## config.mk

```make
export PLATFORM = sky130hd
export DESIGN_NAME = fm_nco
export DESIGN_NICKNAME = d
export VERILOG_FILES = /design/src/rtl/fm_nco.sv
export SDC_FILE = /design/constraint.sdc
export NUM_CORES = 1
export LEC_CHECK = 0
export ABC_AREA = 0
export BUFFER_PORTS_ARGS = -buffer_cell sky130_fd_sc_hd__buf_2
export CAP_MARGIN = 40
export CORE_ASPECT_RATIO = 1.2
export CORE_MARGIN = 2
export CORE_UTILIZATION = 30
export DETAILED_ROUTE_END_ITERATION = 10
export PLACE_DENSITY = 0.47
export SYNTH_ARGS = -nofsm -noshare
export SYNTH_HDL_FRONTEND = slang
export SYNTH_SLANG_ARGS = --single-unit
export TNS_END_PERCENT = 100
```

## constraint.sdc

```tcl
create_clock -name inc -period 3.8 [get_ports inc]
set_input_delay 0.76 -clock inc [delete_from_list [all_inputs] [get_ports inc]]
set_output_delay 0.76 -clock inc [all_outputs]
set_load 0.01 [all_outputs]
```

## src/rtl/fm_nco.sv

```systemverilog
// Phase-accumulator NCO driven by the FM controller's swept increment; retunes only at a wrap.
// Optional FM_NCO_PHASE_SYNC_EN: rising edge of update zeroes the phase and loads the increment.
module fm_nco #(
  parameter int DSIZE  = 20,
  parameter int PWIDTH = 24,
  parameter int OWIDTH = 8
) (
  input  logic              inc,
  input  logic              rst_n,
  input  logic              en,
  input  logic [DSIZE-1:0]  incr_in,
  input  logic              update,
  output logic [OWIDTH-1:0] phase_out,
  output logic              sq_out,
  output logic              carry,
  output logic              sweep_start,
  output logic [DSIZE-1:0]  incr_active,
  output logic              pending
);

  typedef enum logic [1:0] {
    IDLE = 2'd0,
    RUN  = 2'd1,
    PEND = 2'd2
  } state_t;

  state_t             state, state_nxt;
  logic [PWIDTH-1:0]  acc, acc_nxt;
  logic [DSIZE-1:0]   incr_q, incr_pend, incr_pend_nxt, incr_active_nxt;
  logic               update_q, carry_nxt, sync_edge;
  logic [PWIDTH:0]    sum;

  assign sum       = {1'b0, acc} + {{(PWIDTH + 1 - DSIZE){1'b0}}, incr_active};
  assign sync_edge = update & ~update_q;

  assign phase_out = acc[PWIDTH-1 -: OWIDTH];
  assign sq_out    = acc[PWIDTH-1];
  assign pending   = (state == PEND);

  always_comb begin
    state_nxt       = state;
    acc_nxt         = acc;
    incr_active_nxt = incr_active;
    incr_pend_nxt   = incr_pend;
    carry_nxt       = 1'b0;
    case (state)
      IDLE: begin
        if (en) begin
          incr_active_nxt = incr_q;
          state_nxt       = RUN;
        end
      end
      RUN: begin
        if (!en) begin
          state_nxt = IDLE;
        end else begin
          acc_nxt   = sum[PWIDTH-1:0];
          carry_nxt = sum[PWIDTH];
          if (incr_q != incr_active) begin
            // A zero increment never wraps, so it must be replaced right away.
            if (incr_active == '0) begin
              incr_active_nxt = incr_q;
            end else begin
              incr_pend_nxt = incr_q;
              state_nxt     = PEND;
            end
          end
        end
      end
      PEND: begin
        if (!en) begin
          incr_pend_nxt = '0;
          state_nxt     = IDLE;
        end else begin
          acc_nxt   = sum[PWIDTH-1:0];
          carry_nxt = sum[PWIDTH];
          if (sum[PWIDTH]) begin
            incr_active_nxt = incr_pend;
            state_nxt       = RUN;
          end else if (incr_q == incr_active) begin
            state_nxt = RUN;
          end else begin
            incr_pend_nxt = incr_q;
          end
        end
      end
      default: state_nxt = IDLE;
    endcase
`ifdef FM_NCO_PHASE_SYNC_EN
    // Sweep start realigns phase to zero so every sweep begins coherently.
    if (sync_edge) begin
      acc_nxt         = '0;
      incr_active_nxt = incr_q;
      incr_pend_nxt   = '0;
      carry_nxt       = 1'b0;
      state_nxt       = en ? RUN : IDLE;
    end
`endif
  end

  always_ff @(posedge inc or negedge rst_n) begin
    if (!rst_n) begin
      state       <= IDLE;
      acc         <= '0;
      incr_q      <= '0;
      incr_pend   <= '0;
      incr_active <= '0;
      update_q    <= 1'b0;
      carry       <= 1'b0;
      sweep_start <= 1'b0;
    end else begin
      state       <= state_nxt;
      acc         <= acc_nxt;
      incr_q      <= incr_in;
      incr_pend   <= incr_pend_nxt;
      incr_active <= incr_active_nxt;
      update_q    <= update;
      carry       <= carry_nxt;
      sweep_start <= sync_edge;
    end
  end

endmodule

```

==> key figures <==
Status
  – Result of the run: finished clean

Run
  – Maxcap violations: 0

Timing
  – Worst Skew: 0.00417 ns
  – Final Hold Viols: 0
  – Final cycle utilization of the critical path: 81.6%
  – Worst slew slack as a fraction of its limit: 42.8%
  – Final worst setup slack: 0.697 ns
  – Worst Tran Pin Value: 0.855 ns
  – Fmax: 322 MHz
  – Setup TNS: 0 ns
  – Setup repair after global routing missed its margin: no
  – Final number of setup-violating endpoints: 0
  – Final critical-path required period: 3.10 ns
  – Number of pins exceeding their max-slew limit in the final report: 0

Logic synthesis
  – Synth Flop Type: sky130_fd_sc_hd__dfrtp_1
  – Post-Synthesis Net Count: 607
  – Number of flip-flops and latches in the synthesized netlist: 89
  – Proportion of synthesized flip-flops having asynchronous set or reset: 100%
  – Mapped Cells: 558
  – Cell area after synthesis: 0.00530 mm2
  – Yosys cell types: 60
  – Mean cell area of the mapped netlist: 9.50 um2
  – Largest cells by area after synthesis: sky130_fd_sc_hd__dfrtp_1 (42%), sky130_fd_sc_hd__ha_1 (5.7%), sky130_fd_sc_hd__xnor2_1 (5.3%)
  – Most area-hungry cell type in the Yosys netlist: sky130_fd_sc_hd__dfrtp_1
  – Area share of the leading cell type in the synthesized netlist: 42.0%
  – Synthesis Warnings: 0
  – Count of flip-flops with a built-in enable after synthesis: 0
  – Share of synthesized area occupied by flip-flops and latches: 42.0%

Clocking
  – Num CTS Buffers: 9
  – Post-cts gate resize count: 0
  – Post-CTS Setup Repair Bufs: 0
  – Number of hold-repair buffers added at the cts stage: 0
  – Number of clock sinks: 89
  – CTS tree: built
  – Clock H-tree levels: 3
  – Register clock-pin slew on the reported worst setup and hold paths: 0.06 ns
  – Buffer depth of the longest clock path: 2
  – Root buffer selected by CTS: sky130_fd_sc_hd__clkbuf_16
  – Latest clock arrival within the worst-skew pair: 0.35 ns

Final layout
  – Final nets: 647
  – Final Non-Filler Cells: 820
  – Number of fillers in the final layout: 1751
  – Combined area of the multi-input logic cells: 0.00275 mm2
  – Commonest cells after routing, fill and taps aside: sky130_fd_sc_hd__dfrtp_1 (89), sky130_fd_sc_hd__buf_2 (54), sky130_fd_sc_hd__nand2_1 (48)
  – Area Overhead vs Synth: 13.2%
  – Fraction of final layout cells sized beyond drive strength 1: 15.3%
  – Ant diodes: 0
  – Storage element area: 0.00223 mm2
  – Leading cell type in the layout, fill and taps excluded: sky130_fd_sc_hd__dfrtp_1

Placement
  – Total placed cells including tap cells: 807
  – Placement Setup Slack: 0.710 ns
  – Final estimated routing congestion in global placement: 0.791
  – IO Port Bufs: 55
  – HPWL after detailed placement: 10200 um

Floorplanning
  – Count of standard-cell rows: 53
  – Count of pins on the block boundary: 56
  – Area of the die: 0.0187 mm2
  – Initial cell density of the core: 30.4%
  – Die extent in x: 125 um
  – Die height: 150 um
  – Core outline area: 0.0174 mm2

Routing
  – DRC: 0
  – Router iterations before antenna repair: 5
  – DRT antenna net count: 0
  – Average via count per standard cell: 5.32
  – Total Wirelength: 14500 um
  – Violation count after the first detailed-route iteration: 334
  – Mean routed wirelength per cell: 17.7 um
  – Total via count in the routed design: 4359

Power and ir drop
  – Total net switching power: 2510 uW
  – Peak supply drop: 0.293 mV
  – Sequential cell fraction of total power: 31.1%
  – Share of power burned in the clock network: 14.5%
  – Switch share: 44.7%
  – Share of total power in combinational logic: 54.4%
  – Pint: 3100 uW
  – Total power per unit cell area: 934 mW/mm2
  – Lkg Pwr: 0.00267 uW

Worst setup path
  – Required time of the worst setup path: 4.05 ns
  – Data arrival time of the worst path: 3.35 ns
  – Kind of critical path: reg -> reg
  – First element of the critical path: incr_active[0]
  – Largest fanout of any net on the critical path: 25
  – Reg2Reg Launch Point: incr_active[0]
  – Kind of end point of the critical path: flip-flop
  – Startpoint kind of the worst setup timing path: flip-flop

Hold path
  – Worst hold path type: in -> async

GRT
  – Number of global-route vias before repair: 4354
  – Largest net degree at the start of global routing: 41
  – Final global-route overflow total: 0
  – Number of antenna violations at the first check in global routing: 0
  – First-pass GRT wire length: 23700 um
  – Total global routing track utilization: 16.1%
[power by group through the flow]
| stage | Sequential, uW | Clock [uW] | Combinational (uW) |
|---|---|---|---|
| floorplan | 1670 | 0 | 2320 |
| global placement | 1740 | 0 | 2980 |
| detailed placement | 1760 | 0 | 3070 |
| CTS | 1740 | 837 | 3080 |
| global route | 1810 | 876 | 3450 |
| finish | 1740 | 813 | 3050 |
[state kept, by name, indices dropped and copies added (netlist names)]
name and cells:
acc 24, incr_active 20, incr_pend 20, incr_q 20, state 2, carry 1, sweep_start 1, update_q 1
[stage by stage]
stage / utilization (%) / hold slack, ns / area, um2 / power (uW)
6_report: 34.4 / 0.386 / 6000 / 5610
4_1_cts: 34.4 / 0.404 / 6000 / 5660
5_1_grt: 34.4 / 0.420 / 6000 / 6140
2_1_floorplan: - / 0.378 / 5300 / 3990
3_3_place_gp: 32.8 / 0.389 / 5720 / 4730
3_5_place_dp: 33.0 / 0.400 / 5750 / 4820
[cell usage after synthesis, drive strengths merged, types with 2 or more instances]
library cell and instances:
a32o 20, nor3 12, nor4 5, o21bai 4
xor2 8, nand2 48, a21boi 3, dfrtp 89
a211oi 10, a31o 2, or2 2, o211ai 4
o21ai 26, a31oi 18, a221o 20, ha 24
nand3 38, mux2 3, inv 26, nand4 6
nor2 40, a21o 4, a311oi 2, and3 18
clkbuf 17, and4 3, buf 22, o31ai 8
nand2b 6, xnor2 32, and2 6, a21oi 16
mux2i 2
[cell families (layout without fill, tap and decap cells)]
group / count (synthesis) / after routing / share of synthesized area, %
buf+inv: 66 / 108 / 6.00
simple gates: 189 / 189 / 17.6
fa+ha+maj: 25 / 25 / 6.04
mux: 5 / 5 / 1.02
flops: 89 / 89 / 42.0
xor+xnor: 40 / 40 / 6.61
compound gates: 144 / 144 / 20.7
[area by class of cell]
cell class              instances  area share [%]
clock inverters                 1          0.0834
inverters                      27            1.69
multi-input cells             403            45.9
repair buffers                 68            6.51
well taps                     220            4.59
clock buffers                  12            4.11
flip-flops and latches         89            37.1
[layer usage]
layer | routed length, um | share of wire, % | global-route usage, % | up-vias
met3 | 478 | 3.3 | 2.15 | 21
met2 | 7070 | 49 | 27.0 | 93
met1 | 6620 | 46 | 21.0 | 2116
met4 | 344 | 2.4 | 7.06 | 0
li1 | - | - | - | 2129
met5 | 0 | 0 | 0 | -
[worst paths after layout]
path | to | slack [ns] | depth (start not counted)
max in group asynchronous | incr_q[4] | 2.56 | 2
setup / recovery | incr_active[10] | 0.70 | 10
min in group inc | sweep_start | 0.40 | 1
setup reg to reg | incr_active[10] | 0.70 | 10
hold reg to reg | sweep_start | 0.40 | 1
hold / removal | acc[21] | 0.39 | 1
[critical path, cell delays in order, from the launching register on]
cell and delay [ns]:
sky130_fd_sc_hd__dfrtp_1 0.44, sky130_fd_sc_hd__ha_1 0.25, sky130_fd_sc_hd__fa_1 0.44, sky130_fd_sc_hd__a211oi_2 0.23, sky130_fd_sc_hd__o211ai_1 0.17, sky130_fd_sc_hd__a31o_1 0.29
sky130_fd_sc_hd__o21bai_4 0.18, sky130_fd_sc_hd__buf_4 0.30, sky130_fd_sc_hd__buf_4 0.33, sky130_fd_sc_hd__o31ai_1 0.11, sky130_fd_sc_hd__a211oi_1 0.26
Power figures use the tool's default switching activity.
